### src/rtl/tank_motion_engine.sv
// tank_motion_engine: shared sequential per-frame tank mover with tile-map and tank-overlap checks
module tank_motion_engine #(
  parameter int N_TANKS = 2,
  parameter int MAP_W = 20,
  parameter int MAP_H = 15,
  parameter int TILE_LOG2 = 5,
  parameter int TANK_SIZE = 24,
  parameter int STEP = 2,
  parameter logic [20*N_TANKS-1:0] START_XY = {10'd576, 10'd416, 10'd32, 10'd32}
) (
  input  logic                            Clk,
  input  logic                            Reset,
  input  logic                            frame_tick,
  input  logic [N_TANKS-1:0]              move_en,
  input  logic [2*N_TANKS-1:0]            move_dir,
  output logic [$clog2(MAP_W*MAP_H)-1:0]  map_addr,
  input  logic [2:0]                      map_data,
  output logic [10*N_TANKS-1:0]           tank_x,
  output logic [10*N_TANKS-1:0]           tank_y,
  output logic                            busy,
  output logic                            done,
  output logic                            overrun
);
  localparam int AW = $clog2(MAP_W*MAP_H);
  localparam int IW = N_TANKS > 1 ? $clog2(N_TANKS) : 1;
  localparam logic [10:0] ST = 11'(STEP);
  localparam logic [10:0] SZ = 11'(TANK_SIZE);
  localparam logic [10:0] E = 11'(TANK_SIZE - 1);
  localparam logic [10:0] XMAX = 11'(MAP_W << TILE_LOG2);
  localparam logic [10:0] YMAX = 11'(MAP_H << TILE_LOG2);
  typedef enum logic [2:0] {IDLE, CALC, RDA, RDB, CHECK, DONE} state_t;
  state_t state, state_n;
  logic [IW-1:0] idx;
  logic [9:0] px [N_TANKS];
  logic [9:0] py [N_TANKS];
  logic [10:0] cx, cy, cx_r, cy_r, ax, ay, bx, by;
  logic [1:0] dir, dir_r;
  logic en_r, oor, oor_r, wall, hit, last, ok;
  function automatic logic [AW-1:0] tile(input logic [10:0] x, input logic [10:0] y);
    return AW'(32'(y >> TILE_LOG2) * MAP_W + 32'(x >> TILE_LOG2));
  endfunction
  function automatic logic near(input logic [10:0] a, input logic [10:0] b);
    return (a > b ? a - b : b - a) < SZ;
  endfunction
  always_comb begin
    dir = move_dir[{idx, 1'b0} +: 2];
    cx = {1'b0, px[idx]} + (dir == 2'd1 ? ST : '0) - (dir == 2'd3 ? ST : '0);
    cy = {1'b0, py[idx]} + (dir == 2'd2 ? ST : '0) - (dir == 2'd0 ? ST : '0);
    oor = dir == 2'd0 ? py[idx] < 10'(STEP) : dir == 2'd3 ? px[idx] < 10'(STEP) :
          dir == 2'd1 ? cx + SZ > XMAX : cy + SZ > YMAX;
    ax = cx + (dir == 2'd1 ? E : '0);
    ay = cy + (dir == 2'd2 ? E : '0);
    bx = cx_r + (dir_r == 2'd3 ? '0 : E);
    by = cy_r + (dir_r == 2'd0 ? '0 : E);
  end
  always_comb begin
    hit = 1'b0;
    for (int j = 0; j < N_TANKS; j++)
      hit = hit | (IW'(j) != idx && near(cx_r, {1'b0, px[j]}) && near(cy_r, {1'b0, py[j]}));
  end
  always_comb begin
    tank_x = '0;
    tank_y = '0;
    for (int i = 0; i < N_TANKS; i++) begin
      tank_x[10*i +: 10] = px[i];
      tank_y[10*i +: 10] = py[i];
    end
  end
  always_comb begin
    last = idx == IW'(N_TANKS - 1);
    ok = en_r && !wall && !oor_r && !hit;
    busy = state inside {CALC, RDA, RDB, CHECK};
    done = state == DONE;
    state_n = state == IDLE ? (frame_tick ? CALC : IDLE) : state == CALC ? RDA :
              state == RDA ? RDB : state == RDB ? CHECK :
              state == CHECK ? (last ? DONE : CALC) : IDLE;
    map_addr = state == CALC ? tile(ax, ay) : state == RDA ? tile(bx, by) : '0;
  end
  always_ff @(posedge Clk)
    state <= Reset ? IDLE : state_n;
  always_ff @(posedge Clk) begin
    if (Reset) begin
      idx <= '0;
      overrun <= 1'b0;
      wall <= 1'b0;
      en_r <= 1'b0;
      oor_r <= 1'b0;
      dir_r <= '0;
      cx_r <= '0;
      cy_r <= '0;
      for (int i = 0; i < N_TANKS; i++) begin
        px[i] <= START_XY[20*i+10 +: 10];
        py[i] <= START_XY[20*i +: 10];
      end
    end else begin
      if (frame_tick && busy) overrun <= 1'b1;
      if (state == IDLE) idx <= '0;
      if (state == CALC) begin
        cx_r <= cx;
        cy_r <= cy;
        dir_r <= dir;
        en_r <= move_en[idx];
        oor_r <= oor;
      end
      if (state == RDA) wall <= |map_data;
      if (state == RDB) wall <= wall | (|map_data);
      if (state == CHECK) begin
        if (ok) begin
          px[idx] <= cx_r[9:0];
          py[idx] <= cy_r[9:0];
        end
        idx <= idx + 1'b1;
      end
    end
  end
endmodule

### config.mk
export PLATFORM = sky130hd
export DESIGN_NAME = tank_motion_engine
export DESIGN_NICKNAME = d
export VERILOG_FILES = /design/src/rtl/tank_motion_engine.sv
export SDC_FILE = /design/constraint.sdc
export NUM_CORES = 1
export LEC_CHECK = 0
export CAP_MARGIN = 15
export CORE_MARGIN = 1
export CORE_UTILIZATION = 57
export DETAILED_ROUTE_END_ITERATION = 8
export GPL_ROUTABILITY_DRIVEN = 1
export GPL_TIMING_DRIVEN = 0
export PLACE_DENSITY_LB_ADDON = 0.25
export SYNTH_ARGS = -nofsm -noshare
export SYNTH_HDL_FRONTEND = slang
export SYNTH_SLANG_ARGS = --single-unit
### constraint.sdc
create_clock -name Clk -period 9.7 [get_ports Clk]
set_input_delay 1.94 -clock Clk [delete_from_list [all_inputs] [get_ports Clk]]
set_output_delay 1.94 -clock Clk [all_outputs]
set_load 0.05 [all_outputs]
## Word-level counts from Yosys, hierarchy flattened

Memories as Yosys holds them, arrays and structs flattened. A register that Yosys moved wholly into a read port is not among the register bits.
Index checks and enable logic that the tools add are counted.

| operators by class | value |
|---|---|
| add/sub/neg operators | 21 |
| multipliers | 2 |
| order comparisons | 13 |
| equal/unequal tests | 9 |
| shift operators | 1 |
| multiplexer cells | 46 |
| bitwise operators | 3 |
| reductions and logical operators | 20 |

Operators with widths:

| kind | number |
|---|---|
| $add A11 B5 Y11 | 4 |
| $gt A11 B10 Y1 | 4 |
| $lt A11 B5 Y1 const B | 4 |
| $mux W11 | 4 |
| $sub A10 B11 Y11 | 4 |
| $sub A11 B10 Y11 | 4 |
| $mux W1 | 24 |
| $add A10 B2 Y11 | 2 |
| $add A11 B5 Y11 const B | 2 |
| $sub A11 B2 Y11 | 2 |
| $lt A10 B2 Y1 const B | 2 |
| $mux W10 | 2 |
| $mux W5 | 4 |
| $reduce_or A10 Y1 | 2 |
| $add A9 B6 Y9 | 2 |
| $mux W3 | 6 |
| $mux W9 | 2 |
| $mul A6 B3 Y7 const B | 2 |
| $gt A11 B10 Y1 const B | 1 |
| $gt A11 B9 Y1 const B | 1 |
| $logic_and A1 B1 Y1 | 8 |
| $mux W2 | 4 |
| $eq A2 B2 Y1 const B | 3 |
| $eq A3 B2 Y1 const B | 2 |
| 14 further kinds | 20 |

| storage, ports and cells | value |
|---|---|
| register bits | 32 |
| bits in writable memories | 40 |
| input bits | 12 |
| word-level logic and storage cells | 126 |
| memories | 2 |

Memory list:

| name | depth | width | read ports | clocked after Yosys merged registers in | wr ports | line | RTL |
|---|---|---|---|---|---|---|---|
| px | 2 | 10 | 3 | 1 | 2 | 34 | `logic [9:0] px [N_TANKS];` |
| py | 2 | 10 | 3 | 1 | 2 | 35 | `logic [9:0] py [N_TANKS];` |

## Logic depth before layout (Yosys ltp)

An unclocked memory read counts as a cell.

| depth | value |
|---|---|
| word-level depth | 15 |
| gate-level depth with buffers | 25 |
| depth with buffers taken out | 24 |

## Worst setup path after synthesis

OpenSTA, ideal clock, no wires.

| timing path | value |
|---|---|
| kind | input to output |
| start point | in move_dir[2] |
| end point | out map_addr[8] |
| arrival | 6781 ps |
| setup slack | 979 ps |
| stages | 18 |
| cell sequence | mux2i_1 -> nand2_1 -> xnor2_1 -> ha_1 -> a211o_1 -> and3_1 -> o311a_1 -> a221oi_1 -> o311ai_0 -> nor4bb_1 -> xnor2_1 -> ha_1 -> fa_1 -> xor2_1 -> nand3_1 -> xnor2_1 -> xnor2_1 -> o22ai_1 |

| between the ends | value |
|---|---|
| word-level cells in the longest chain between the ends | 9 |
| elaborated cells between the ends (all ways) | 20 |
| those cells by class | add/sub (7); mul (1); eq/ne (3); shift (1); mux (7); reduce/logical (1) |

RTL lines:

| what | line | RTL |
|---|---|---|
| from (decl) | 15 | `input logic [2*N_TANKS-1:0] move_dir,` |
| $shiftx A4 B3 Y2 * | 46 | `dir = move_dir[{idx, 1'b0} +: 2];` |
| $eq A2 B2 Y1 | 48, 52 |  |
| $mux W2 | 48 | `cy = {1'b0, py[idx]} + (dir == 2'd2 ? ST : '0) - (dir == 2'd0 ? ST : '0);` |
| $add A10 B2 Y11 | 48 |  |
| $sub A11 B2 Y11 | 48 |  |
| $add A11 B5 Y11 | 52 | `ay = cy + (dir == 2'd2 ? E : '0);` |
| $mul A6 B3 Y7 | 40 | `return AW'(32'(y >> TILE_LOG2) * MAP_W + 32'(x >> TILE_LOG2));` |
| $add A9 B6 Y9 * | 40 |  |
| $mux W9 * | 77 | `map_addr = state == CALC ? tile(ax, ay) : state == RDA ? tile(bx, by) : '0;` |
| to (decl) | 16 | `output logic [$clog2(MAP_W*MAP_H)-1:0] map_addr,` |

Mark *: on every way between the ends. The rest lies on a longest branch, timed or not.

## Final worst setup path

Ends and elaborated chain as after synthesis.

==> flow_summary.html <==
<table>
<tr><th>Metric</th><th>Value</th></tr>
<tr><th colspan="2">Status</th></tr>
<tr><td>Run status</td><td>complete, no violations</td></tr>
<tr><th colspan="2">Yosys</th></tr>
<tr><td>Post-synthesis cell count</td><td>1,133</td></tr>
<tr><td>Largest area contributor in the netlist</td><td>sky130_fd_sc_hd__ha_1</td></tr>
<tr><td>Post-synthesis area per instance</td><td>8.23 um2</td></tr>
<tr><td>Sequential-to-total area share from yosys stat</td><td>0.200</td></tr>
<tr><td>Most common library cells after synthesis</td><td>140 x sky130_fd_sc_hd__ha_1, 105 x sky130_fd_sc_hd__inv_1, 87 x sky130_fd_sc_hd__nand2_1, 75 x sky130_fd_sc_hd__nor2_1, 71 x sky130_fd_sc_hd__a21oi_1</td></tr>
<tr><td>Area fraction of the dominant cell type after synthesis</td><td>0.188</td></tr>
<tr><td>Ys async rst share</td><td>0</td></tr>
<tr><td>Most frequent cell after synthesis</td><td>sky130_fd_sc_hd__ha_1</td></tr>
<tr><td>Netlist Area Pre-Place</td><td>9320 um2</td></tr>
<tr><td>Number of warnings printed during yosys synthesis</td><td>0</td></tr>
<tr><td>Number of enable flip-flop cells after synthesis</td><td>40</td></tr>
<tr><td>Total nets after synthesis</td><td>1,291</td></tr>
<tr><td>Leading cell types by total area after synthesis</td><td>sky130_fd_sc_hd__ha_1 19%, sky130_fd_sc_hd__edfxtp_1 13%, sky130_fd_sc_hd__dfxtp_1 7.1%</td></tr>
<tr><td>Post-synthesis sequential element count</td><td>73</td></tr>
<tr><td>Number of distinct library cell variants in the gate-level netlist after synthesis</td><td>94</td></tr>
<tr><td>Primary FF master, synth</td><td>sky130_fd_sc_hd__edfxtp_1</td></tr>
<tr><th colspan="2">Critical path</th></tr>
<tr><td>Peak fanout along the critical path</td><td>6</td></tr>
<tr><td>Class of the most critical setup path</td><td>in2out</td></tr>
<tr><td>Internal reg-to-reg setup slack</td><td>4.40 ns</td></tr>
<tr><td>Cells on worst reg2reg path</td><td>13</td></tr>
<tr><td>Reg-to-reg critical path endpoint</td><td>oor_r</td></tr>
<tr><td>Critical Path Start Type</td><td>input pin</td></tr>
<tr><td>CP Data Required Time</td><td>7.76 ns</td></tr>
<tr><td>Data arrival at the endpoint of the critical path</td><td>7.39 ns</td></tr>
<tr><td>Kind of capture point of the worst setup path</td><td>primary output</td></tr>
<tr><th colspan="2">Global route</th></tr>
<tr><td>Largest net degree at the start of global routing</td><td>13</td></tr>
<tr><td>Aggregate global-route resource usage</td><td>0.327</td></tr>
<tr><td>Via count of the first global-routing pass</td><td>8,233</td></tr>
<tr><td>Number of antenna violations at the first check in global routing</td><td>0</td></tr>
<tr><td>Total overflow reported by the global router</td><td>0</td></tr>
<tr><td>First-pass GRT wire length</td><td>42,500 um</td></tr>
<tr><th colspan="2">Finish</th></tr>
<tr><td>Net count, final</td><td>1,366</td></tr>
<tr><td>Area growth syn-to-layout</td><td>13.4%</td></tr>
<tr><td>Total inserted antenna cells</td><td>0</td></tr>
<tr><td>Non-filler instance count after layout</td><td>1,429</td></tr>
<tr><td>Post-layout instance area</td><td>10,600 um2</td></tr>
<tr><td>Proportion of layout cells with a drive suffix above 1</td><td>0.0668</td></tr>
<tr><th colspan="2">Power and ir drop</th></tr>
<tr><td>Switching Share</td><td>0.419</td></tr>
<tr><td>Ratio of total power to cell area</td><td>138 nW/um2</td></tr>
<tr><td>Peak ir drop on the vdd network</td><td>0.000142 V</td></tr>
<tr><td>Net switching power of the design</td><td>611 uW</td></tr>
<tr><td>Sequential share of power</td><td>0.257</td></tr>
<tr><td>Proportion of power drawn by combinational gates</td><td>0.509</td></tr>
<tr><td>Internal Dissipation</td><td>846 uW</td></tr>
<tr><td>Leakage power</td><td>4.40 nW</td></tr>
<tr><td>Relative contribution of the clock network to total power</td><td>0.235</td></tr>
<tr><th colspan="2">Floorplanning</th></tr>
<tr><td>Number of rows in the core area</td><td>46</td></tr>
<tr><td>Core ar.</td><td>15,900 um2</td></tr>
<tr><td>Initial standard-cell utilization of the core</td><td>0.585</td></tr>
<tr><td>Top-level I/O count</td><td>64</td></tr>
<tr><td>Total Die Area</td><td>16,900 um2</td></tr>
<tr><td>Vertical die dimension</td><td>130 um</td></tr>
<tr><td>Floorplan die width</td><td>130 um</td></tr>
<tr><th colspan="2">Timing</th></tr>
<tr><td>RSZ-0062 raised after global routing</td><td>no</td></tr>
<tr><td>Headroom to the max-slew limit</td><td>0.240</td></tr>
<tr><td>Final-report hold violation count</td><td>0</td></tr>
<tr><td>Shortest period the worst path allows</td><td>9.33 ns</td></tr>
<tr><td>Share of the cycle needed by the critical path after routing</td><td>0.962</td></tr>
<tr><td>Setup Skew</td><td>0.00868 ns</td></tr>
<tr><td>Highest Clock Rate</td><td>107 MHz</td></tr>
<tr><td>Final setup fails</td><td>0</td></tr>
<tr><td>Worst slew pin tran</td><td>1.13 ns</td></tr>
<tr><td>Final Slew Violations</td><td>0</td></tr>
<tr><th colspan="2">Placed design</th></tr>
<tr><td>Cell area reported after detailed placement</td><td>10,200 um2</td></tr>
<tr><td>Final weighted congestion in routability-driven placement</td><td>0.984</td></tr>
<tr><td>Estimated wirelength of the detail-placed design</td><td>22,100 um</td></tr>
<tr><td>Placed cell count</td><td>1,413</td></tr>
<tr><td>Port-buffer cells</td><td>62</td></tr>
<tr><th colspan="2">Detailed routing</th></tr>
<tr><td>First-iteration detailed-routing DRC count</td><td>528</td></tr>
<tr><td>Total Routed Length</td><td>27,100 um</td></tr>
<tr><td>Routed vias/inst</td><td>6.26</td></tr>
<tr><td>Per-cell routed wire length</td><td>19.0 um</td></tr>
<tr><td>Number of vias in the routed layout</td><td>8,949</td></tr>
<tr><td>Routed Antenna Nets</td><td>0</td></tr>
<tr><td>First-pass iteration count of the detailed router</td><td>6</td></tr>
<tr><td>Final routed DRC violation total</td><td>0</td></tr>
<tr><th colspan="2">CTS</th></tr>
<tr><td>Largest buffer count on any clock path</td><td>2</td></tr>
<tr><td>Clock tree from TritonCTS</td><td>built</td></tr>
<tr><td>CTS Hold Buffers Added</td><td>0</td></tr>
<tr><td>Clock slew at the register clock pins of the worst setup and hold paths</td><td>0.06 ns</td></tr>
<tr><td>Post-CTS Setup Bufs</td><td>0</td></tr>
<tr><td>Clk_lat worst skew</td><td>0.35 ns</td></tr>
<tr><td>Clk Tree Root Cell</td><td>sky130_fd_sc_hd__clkbuf_16</td></tr>
<tr><td>Number of gates resized after cts</td><td>4</td></tr>
<tr><td>Number of H-tree levels</td><td>3</td></tr>
<tr><td>Num CTS Buffers</td><td>9</td></tr>
<tr><td>Number of sinks handled by clock tree synthesis</td><td>73</td></tr>
<tr><th colspan="2">Hold path</th></tr>
<tr><td>Number of instances on the worst hold path</td><td>2</td></tr>
<tr><td>Path class of the lowest-slack min-delay path</td><td>reg2reg</td></tr>
<tr><td>Worst Hold Launch</td><td>wall</td></tr>
<tr><td>Destination of the worst hold path</td><td>wall</td></tr>
<tr><th colspan="2">Job</th></tr>
<tr><td>Max_cap viols</td><td>0</td></tr>
</table>
## cell usage in the layout, fill, tap and decap left out, types with 10 or more instances in the layout
master / synthesis / routed
sky130_fd_sc_hd__o21ai_0: 44 / 43
sky130_fd_sc_hd__and2_1: 10 / 10
sky130_fd_sc_hd__ha_1: 140 / 140
sky130_fd_sc_hd__mux2i_1: 17 / 16
sky130_fd_sc_hd__clkdlybuf4s50_1: 0 / 59
sky130_fd_sc_hd__nor2_1: 75 / 75
sky130_fd_sc_hd__nor3_2: 10 / 10
sky130_fd_sc_hd__a21oi_1: 71 / 70
sky130_fd_sc_hd__nand2_1: 87 / 87
sky130_fd_sc_hd__nand2b_1: 10 / 10
sky130_fd_sc_hd__nor3_1: 40 / 40
sky130_fd_sc_hd__inv_1: 105 / 105
sky130_fd_sc_hd__clkbuf_16: 0 / 10
sky130_fd_sc_hd__xnor2_1: 50 / 50
sky130_fd_sc_hd__a21o_1: 22 / 22
sky130_fd_sc_hd__xor2_1: 27 / 27
sky130_fd_sc_hd__a211oi_1: 36 / 36
sky130_fd_sc_hd__edfxtp_1: 40 / 40
sky130_fd_sc_hd__clkbuf_1: 29 / 29
sky130_fd_sc_hd__nor2b_1: 18 / 18
sky130_fd_sc_hd__nand3_1: 33 / 33
sky130_fd_sc_hd__o21a_1: 28 / 28
sky130_fd_sc_hd__dfxtp_1: 33 / 33
## state kept, by name (all words and copies together), names as in the netlist, named ones only
name and flops:
cx_r 11, oor_r 1, state 3, py 20
cy_r 11, px 20, wall 1, dir_r 2
en_r 1, overrun 1, idx 1
## layer usage
layer | share of wire | track usage
met5 | 0 | 0
met4 | 0.022 | 0.113
met3 | 0.080 | 0.0459
met2 | 0.47 | 0.548
met1 | 0.43 | 0.432
## worst max path at each step
| stage | startpoint | to | slack [ns] |
|---|---|---|---|
| after CTS | move_dir[2] | map_addr[8] | 0.10 |
| after global routing | move_dir[2] | map_addr[8] | 0.02 |
| after detailed placement | move_dir[2] | map_addr[8] | -0.30 |
| after global placement | move_dir[2] | map_addr[8] | -0.21 |
| after floorplan | move_dir[2] | map_addr[8] | 0.98 |
| final | move_dir[2] | map_addr[8] | 0.37 |
## kinds of logic (layout without fill, tap and decap cells)
logic type                 after synthesis  after routing  share of synthesized area
and+or+nand+nor                        350            350                      0.198
AOI/OAI and AO/OA                      321            321                      0.241
adders and majority gates              147            147                      0.202
buffers and inverters                  144            224                     0.0642
xor gates and xnor gates                77             77                     0.0724
DFF                                     73             73                      0.200
muxes                                   21             21                     0.0231
## power by group through the flow
stage | registers, mW | clock network, mW | logic [mW]
4_1_cts | 0.372 | 0.338 | 0.730
2_1_floorplan | 0.385 | 0 | 0.542
6_report | 0.374 | 0.342 | 0.741
3_5_place_dp | 0.378 | 0 | 0.726
3_3_place_gp | 0.378 | 0 | 0.712
5_1_grt | 0.375 | 0.351 | 0.807
## final cells by class
type,count,area [um2]
fill,1380,5370
tap,216,270
buffer,39,204
clock buffer,13,292
clock inverter,3,17.5
inverter,105,394
sequential,73,1860
multi-input combinational,916,6880
timing repair buffer,64,646
## through the flow
step / setup TNS (ns) / util / setup slack (ns) / total power, mW / hold slack [ns]
after floorplan: 0 / - / 0.979 / 0.927 / 0.432
after global placement: -0.214 / 0.640 / -0.214 / 1.09 / 0.446
after detailed placement: -0.318 / 0.642 / -0.304 / 1.10 / 0.456
after CTS: 0 / 0.662 / 0.101 / 1.44 / 0.463
after global routing: 0 / 0.663 / 0.0161 / 1.53 / 0.500
final: 0 / 0.663 / 0.365 / 1.46 / 0.467
## worst max-delay path, stage by stage
cell and delay (ns):
sky130_fd_sc_hd__clkdlybuf4s50_1 0.46, sky130_fd_sc_hd__mux2i_4 0.25, sky130_fd_sc_hd__nand2_1 0.16, sky130_fd_sc_hd__xnor2_1 0.16, sky130_fd_sc_hd__ha_1 0.32, sky130_fd_sc_hd__a211o_1 0.31
sky130_fd_sc_hd__and3_1 0.19, sky130_fd_sc_hd__o311a_1 0.36, sky130_fd_sc_hd__a221oi_1 0.31, sky130_fd_sc_hd__o311ai_1 0.26, sky130_fd_sc_hd__nor4bb_1 0.38, sky130_fd_sc_hd__xnor2_1 0.23
sky130_fd_sc_hd__ha_1 0.33, sky130_fd_sc_hd__fa_1 0.45, sky130_fd_sc_hd__xor2_1 0.26, sky130_fd_sc_hd__nand3_1 0.13, sky130_fd_sc_hd__xnor2_1 0.15, sky130_fd_sc_hd__xnor2_1 0.14
sky130_fd_sc_hd__o22ai_1 0.17, sky130_fd_sc_hd__clkdlybuf4s15_2 0.41
Power figures use the tool's default switching activity.
